### src/rtl/axi4lite_seq.sv
// Script-driven AXI4-Lite master: replays WRITE/POLL/DELAY/END entries from a ROM.
// Entry issue costs FETCH+EXEC (2 cycles); VALIDs hold until their handshake.
module axi4lite_seq #(
    parameter int    N         = 16,
    parameter int    ADDRW     = 8,
    parameter int    DATAW     = 32,
    parameter int    POLL_MAX  = 1024,
    parameter string INIT_FILE = "axi4lite_seq.mem"
) (
    input  logic                   clk_i,
    input  logic                   rst_i,
    input  logic                   start_i,
    output logic                   busy_o,
    output logic                   done_o,
    output logic                   err_o,
    output logic [1:0]             err_code_o,
    output logic [$clog2(N)-1:0]   err_idx_o,
    output logic [ADDRW-1:0]       s_axi_awaddr_o,
    output logic                   s_axi_awvalid_o,
    input  logic                   s_axi_awready_i,
    output logic [DATAW-1:0]       s_axi_wdata_o,
    output logic [DATAW/8-1:0]     s_axi_wstrb_o,
    output logic                   s_axi_wvalid_o,
    input  logic                   s_axi_wready_i,
    input  logic [1:0]             s_axi_bresp_i,
    input  logic                   s_axi_bvalid_i,
    output logic                   s_axi_bready_o,
    output logic [ADDRW-1:0]       s_axi_araddr_o,
    output logic                   s_axi_arvalid_o,
    input  logic                   s_axi_arready_i,
    input  logic [DATAW-1:0]       s_axi_rdata_i,
    input  logic [1:0]             s_axi_rresp_i,
    input  logic                   s_axi_rvalid_i,
    output logic                   s_axi_rready_o
);
    localparam int IW = $clog2(N);
    localparam int EW = 2 + ADDRW + 2 * DATAW;
    localparam int CW = $clog2(POLL_MAX + 1);

    localparam logic [1:0] OP_WRITE = 2'd0;
    localparam logic [1:0] OP_POLL  = 2'd1;
    localparam logic [1:0] OP_DELAY = 2'd2;

    localparam logic [1:0] ERR_NONE = 2'd0;
    localparam logic [1:0] ERR_BRESP = 2'd1;
    localparam logic [1:0] ERR_RRESP = 2'd2;
    localparam logic [1:0] ERR_POLL = 2'd3;

    typedef enum logic [3:0] {
        S_IDLE, S_FETCH, S_EXEC, S_WR, S_BRSP, S_RD, S_RRSP, S_DELAY, S_DONE, S_ERR
    } state_t;

    logic [EW-1:0] rom [N];

    state_t           state_q;
    logic [IW-1:0]    idx_q, idx_d, err_idx_q;
    logic [EW-1:0]    rom_q;
    logic [DATAW-1:0] ent_data_q, ent_mask_q, wdata_q;
    logic [ADDRW-1:0] awaddr_q, araddr_q;
    logic [CW-1:0]    attempt_q;
    logic [15:0]      dly_q;
    logic [1:0]       err_code_q;
    logic             done_q, err_q;
    logic             awvalid_q, wvalid_q, bready_q, arvalid_q, rready_q;

    logic [1:0]       ent_op;
    logic [ADDRW-1:0] ent_addr;
    logic [DATAW-1:0] ent_data, ent_mask;
    logic             last_entry, poll_match, poll_retry, aw_done, w_done;
    state_t           adv_state;

    always_ff @(posedge clk_i) rom_q <= rom[idx_q];

    assign {ent_op, ent_addr, ent_data, ent_mask} = rom_q;

    assign idx_d      = idx_q + IW'(1);
    // Finishing the last slot without an END behaves as if END followed.
    assign last_entry = (idx_q == IW'(N - 1));
    assign adv_state  = last_entry ? S_DONE : S_FETCH;
    assign poll_match = ((s_axi_rdata_i & ent_mask_q) == (ent_data_q & ent_mask_q));
    // attempt_q counts retries already issued, so POLL_MAX bounds the total reads.
    assign poll_retry = (int'(attempt_q) + 1) < POLL_MAX;
    assign aw_done    = !awvalid_q || s_axi_awready_i;
    assign w_done     = !wvalid_q || s_axi_wready_i;

    always_ff @(posedge clk_i) begin
        if (rst_i) begin
            state_q    <= S_IDLE;
            idx_q      <= '0;
            err_idx_q  <= '0;
            err_code_q <= ERR_NONE;
            done_q     <= 1'b0;
            err_q      <= 1'b0;
            awvalid_q  <= 1'b0;
            wvalid_q   <= 1'b0;
            bready_q   <= 1'b0;
            arvalid_q  <= 1'b0;
            rready_q   <= 1'b0;
            awaddr_q   <= '0;
            araddr_q   <= '0;
            wdata_q    <= '0;
            ent_data_q <= '0;
            ent_mask_q <= '0;
            attempt_q  <= '0;
            dly_q      <= '0;
        end else begin
            case (state_q)
                S_IDLE, S_DONE, S_ERR: begin
                    if (start_i) begin
                        state_q    <= S_FETCH;
                        idx_q      <= '0;
                        done_q     <= 1'b0;
                        err_q      <= 1'b0;
                        err_code_q <= ERR_NONE;
                        err_idx_q  <= '0;
                    end
                end
                S_FETCH: state_q <= S_EXEC;
                S_EXEC: begin
                    ent_data_q <= ent_data;
                    ent_mask_q <= ent_mask;
                    attempt_q  <= '0;
                    case (ent_op)
                        OP_WRITE: begin
                            awaddr_q  <= ent_addr;
                            wdata_q   <= ent_data;
                            awvalid_q <= 1'b1;
                            wvalid_q  <= 1'b1;
                            state_q   <= S_WR;
                        end
                        OP_POLL: begin
                            araddr_q  <= ent_addr;
                            arvalid_q <= 1'b1;
                            state_q   <= S_RD;
                        end
                        OP_DELAY: begin
                            dly_q   <= ent_data[15:0];
                            state_q <= S_DELAY;
                        end
                        default: begin
                            done_q  <= 1'b1;
                            state_q <= S_DONE;
                        end
                    endcase
                end
                S_WR: begin
                    if (s_axi_awready_i) awvalid_q <= 1'b0;
                    if (s_axi_wready_i) wvalid_q <= 1'b0;
                    if (aw_done && w_done) begin
                        bready_q <= 1'b1;
                        state_q  <= S_BRSP;
                    end
                end
                S_BRSP: begin
                    if (s_axi_bvalid_i) begin
                        bready_q <= 1'b0;
                        if (s_axi_bresp_i != 2'b00) begin
                            err_q      <= 1'b1;
                            err_code_q <= ERR_BRESP;
                            err_idx_q  <= idx_q;
                            state_q    <= S_ERR;
                        end else begin
                            idx_q   <= idx_d;
                            done_q  <= last_entry;
                            state_q <= adv_state;
                        end
                    end
                end
                S_RD: begin
                    if (s_axi_arready_i) begin
                        arvalid_q <= 1'b0;
                        rready_q  <= 1'b1;
                        state_q   <= S_RRSP;
                    end
                end
                S_RRSP: begin
                    if (s_axi_rvalid_i) begin
                        rready_q <= 1'b0;
                        if (s_axi_rresp_i != 2'b00) begin
                            err_q      <= 1'b1;
                            err_code_q <= ERR_RRESP;
                            err_idx_q  <= idx_q;
                            state_q    <= S_ERR;
                        end else if (poll_match) begin
                            idx_q   <= idx_d;
                            done_q  <= last_entry;
                            state_q <= adv_state;
                        end else if (poll_retry) begin
                            attempt_q <= attempt_q + CW'(1);
                            arvalid_q <= 1'b1;
                            state_q   <= S_RD;
                        end else begin
                            err_q      <= 1'b1;
                            err_code_q <= ERR_POLL;
                            err_idx_q  <= idx_q;
                            state_q    <= S_ERR;
                        end
                    end
                end
                S_DELAY: begin
                    // Exit on 1 rather than 0 so a load of D spends exactly D cycles here.
                    if (dly_q <= 16'd1) begin
                        idx_q   <= idx_d;
                        done_q  <= last_entry;
                        state_q <= adv_state;
                    end else begin
                        dly_q <= dly_q - 16'd1;
                    end
                end
                default: state_q <= S_IDLE;
            endcase
        end
    end

    assign busy_o          = !(state_q inside {S_IDLE, S_DONE, S_ERR});
    assign done_o          = done_q;
    assign err_o           = err_q;
    assign err_code_o      = err_code_q;
    assign err_idx_o       = err_idx_q;
    assign s_axi_awaddr_o  = awaddr_q;
    assign s_axi_awvalid_o = awvalid_q;
    assign s_axi_wdata_o   = wdata_q;
    assign s_axi_wstrb_o   = '1;
    assign s_axi_wvalid_o  = wvalid_q;
    assign s_axi_bready_o  = bready_q;
    assign s_axi_araddr_o  = araddr_q;
    assign s_axi_arvalid_o = arvalid_q;
    assign s_axi_rready_o  = rready_q;

endmodule

### config.mk
export PLATFORM = sky130hd
export DESIGN_NAME = axi4lite_seq
export DESIGN_NICKNAME = d
export VERILOG_FILES = /design/src/rtl/axi4lite_seq.sv
export SDC_FILE = /design/constraint.sdc
export NUM_CORES = 1
export LEC_CHECK = 0
export BUFFER_PORTS_ARGS = -buffer_cell sky130_fd_sc_hd__buf_2
export CAP_MARGIN = 20
export CORE_MARGIN = 2
export CORE_UTILIZATION = 36
export CTS_CLUSTER_DIAMETER = 100
export DETAILED_ROUTE_END_ITERATION = 10
export GPL_TIMING_DRIVEN = 0
export PLACE_DENSITY = 0.69
export SETUP_SLACK_MARGIN = 0.2
export SLEW_MARGIN = 20
export SYNTH_ARGS = -nofsm -noshare
export SYNTH_HDL_FRONTEND = slang
export SYNTH_SLANG_ARGS = --single-unit
### constraint.sdc
create_clock -name clk_i -period 3.2 [get_ports clk_i]
set_input_delay 0.48 -clock clk_i [delete_from_list [all_inputs] [get_ports clk_i]]
set_output_delay 0.48 -clock clk_i [all_outputs]
set_load 0.01 [all_outputs]
==> summary.md <==
| Metric | Value |
|---|---|
| Status | complete, no violations |
| Post-cts gate resize count | 0 |
| Ys async rst share | 0 |
| Required time of the worst setup path | 3420 ps |
| Clk_skew | 6.14 ps |
| Startpoint types | flip-flop |
| WL final | 4710 µm |
| Top fanout value on the critical path | 10 |
| ANT cells | 0 |
| Reg-to-reg startpoint | state_q[0] |
| Worst skew pair latency | 300 ps |
| Hold Path Sink | s_axi_awvalid_o |
| Die height | 83.2 µm |
| Unique masters post-synth | 50 |
| First-pass GRT wire length | 7870 µm |
| GP Congestion | 0.840 |
| Io pins | 110 |
| Arrival time of the worst setup path | 2810 ps |
| Cell Count, Final, Fillers Out | 435 |
| Crit. End Element | flip-flop |
| Clk Tree Root Cell | clkbuf_8 |
| Combinational fraction of design power | 0.352 |
| # setup viols final | 0 |
| Starting Density | 0.377 |
| DR WL/cell | 10.8 µm |
| Syn Std Cell Area | 0.00226 mm² |
| Minimum clock period | 2590 ps |
| Yosys warning count | 0 |
| Flops & latches, synth | 37 |
| Setup WS post-layout | 611 ps |
| Commonest cells after routing, fill and taps aside | buf_4, conb_1, dfxtp_1, buf_2, nor2_1 |
| Synth top area share | 0.328 |
| CTS Sinks | 37 |
| Filler Cell Count | 609 |
| Flop pwr share | 0.359 |
| Top sig layer | met4 |
| Max-Cap Viols | 0 |
| Pins Over Slew Limit | 0 |
| Sequential share of the synthesized area | 0.328 |
| Hold path start | s_axi_awready_i |
| Total negative slack | 0 ps |
| Layout cell share with drive strength beyond 1 | 0.269 |
| Routed length on met2 | 2130 µm |
| Largest net degree at the start of global routing | 12 |
| Clock share of power | 0.289 |
| Drt first pass iters | 4 |
| M1 wire length | 2150 µm |
| Pwr/cell area | 527 mW/mm² |
| Area delta synth->final | 22.9% |
| Crit path kind | flip-flop to flip-flop |
| Core area | 0.00599 mm² |
| GRT Total Usage | 0.135 |
| Initial antenna violation count | 0 |
| Reg2Reg Depth | 6 |
| Buffer count from post-CTS setup fixing | 0 |
| Metal3 WL | 374 µm |
| Nets | 406 |
| IO Port Bufs | 24 |
| Post-synth EDFFs | 0 |
| Clk pin slew, worst setup/hold paths | 70 ps |
| VDD IR max | 0.312 mV |
| Gate count after technology mapping | 278 |
| Worst hold path depth | 2 |
| Place WS | 661 ps |
| Vias per Instance | 4.53 |
| DRT iter0 DRCs | 110 |
| Final Hold Viols | 0 |
| Post-detail-place hpwl | 3500 µm |
| Clk buf depth | 2 |
| Cells after DPL | 427 |
| Rel. slew slack | 0.469 |
| DR vias | 1971 |
| Switching Fraction | 0.351 |
| Gr ovfl total | 0 |
| P_sw | 0.513 mW |
| Pleak | 1.26 nW |
| Vias in the first global route | 1749 |
| Main flop type after synthesis | dfxtp_1 |
| Die width | 83.2 µm |
| DRC | 0 |
| Final core utilization | 0.463 |
| Type of the worst min-delay path | input port to flip-flop |
| Mean Syn Cell Area | 8.12 µm² |
| Worst Max-Slew Pin Slew | 789 ps |
| H-tree depth | 2 |
| RSZ-0062 raised after global routing | false |
| RR Endpoint | idx_q[1] |
| Post-route ant nets | 0 |
| TritonCTS buffer count | 5 |
| Fmax | 386 MHz |
| Final period utilization | 0.809 |
| R2R setup slack | 610 ps |
| Cell row count | 28 |
| Internal power | 0.950 mW |
| Yosys top cell by area | dfxtp_1 |
| Top cells by area, synth | dfxtp_1, buf_4, a21oi_1, nor2_1, xnor2_1 |
| Hold-fix buffers, CTS | 0 |
| Die Area | 0.00692 mm² |
| CTS tree | done |
==> worst max path at each step <==
| stage | startpoint | endpoint | slack [ps] | cells after the start |
|---|---|---|---|---|
| 3_3_place_gp | state_q[0] | idx_q[1] | 670 | 6 |
| 3_5_place_dp | state_q[0] | idx_q[1] | 660 | 6 |
| 2_1_floorplan | dly_q[8] | idx_q[2] | 930 | 6 |
| 5_1_grt | state_q[0] | idx_q[1] | 440 | 6 |
| 4_1_cts | state_q[0] | idx_q[1] | 640 | 6 |
| 6_report | state_q[0] | idx_q[1] | 610 | 6 |
==> cell type report <==
| class | count | area [µm²] | area share |
|---|---|---|---|
| Sequential cell | 37 | 741 | 0.267 |
| Inverter | 7 | 26.3 | 0.00946 |
| Tap cell | 75 | 93.8 | 0.0338 |
| Buffer | 64 | 438 | 0.158 |
| Multi-Input combinational cell | 220 | 1240 | 0.447 |
| Timing Repair Buffer | 24 | 120 | 0.0433 |
| Clock inverter | 1 | 30.0 | 0.0108 |
| Clock buffer | 7 | 86.3 | 0.0311 |
==> per-layer routing <==
layer  vias to the layer above  global-route usage
met2                        69               0.217
met1                       858               0.171
met4                         0              0.0492
li1                       1037                   -
met5                         -                   0
met3                         7              0.0388
==> state kept, by name, indices dropped and copies added (netlist names), 2 cells and up <==
name        count
dly_q          16
err_idx_o       4
idx_q           4
state_q         4
err_code_o      2
==> power groups by stage <==
stage                     registers, mW  clock network, mW  logic [mW]
after floorplan                   0.530                  0       0.392
after global placement            0.534                  0       0.499
after detailed placement          0.534                  0       0.500
after CTS                         0.524              0.429       0.507
after global routing              0.531              0.450       0.578
final                             0.525              0.423       0.515
==> synth_stat cells (2+ instances only) <==
cell type and n:
nand3_1 5, inv_1 7, nor2_1 24, buf_4 52
or3_1 3, nand4_1 2, o21ai_0 9, o2111ai_1 3
conb_1 2, buf_2 2, nor3_1 10, mux2i_1 3
a22oi_1 2, dfxtp_1 37, or4_1 6, or2_2 6
buf_1 2, o31ai_1 3, clkbuf_1 8, a21oi_1 21
xor2_1 4, xnor2_1 8, nand2b_1 9, nand2_1 15
ha_1 3, nor4_1 7, a211oi_1 2
==> cells by family after synthesis <==
logic type / share of synthesized area
mux: 0.0183
buf+inv: 0.206
fa+ha+maj: 0.0166
compound gates: 0.146
other cells: 0.00333
simple gates: 0.236
flops: 0.328
xor+xnor: 0.0465
==> worst max-delay path, stage by stage, from the launching register on <==
cell      delay (ps)
dfxtp_1          470
nand2b_1         200
a32oi_1          460
or3b_2           500
buf_1            200
or4b_1           530
a21oi_1          150
==> stage by stage <==
stage	hold WS (ps)	total power [mW]	cell area, µm²
2_1_floorplan	465	0.921	2450
3_3_place_gp	439	1.03	2660
3_5_place_dp	444	1.03	2660
4_1_cts	369	1.46	2780
5_1_grt	380	1.56	2780
6_report	368	1.46	2780
No activity file was read; power rests on OpenSTA's default activity.
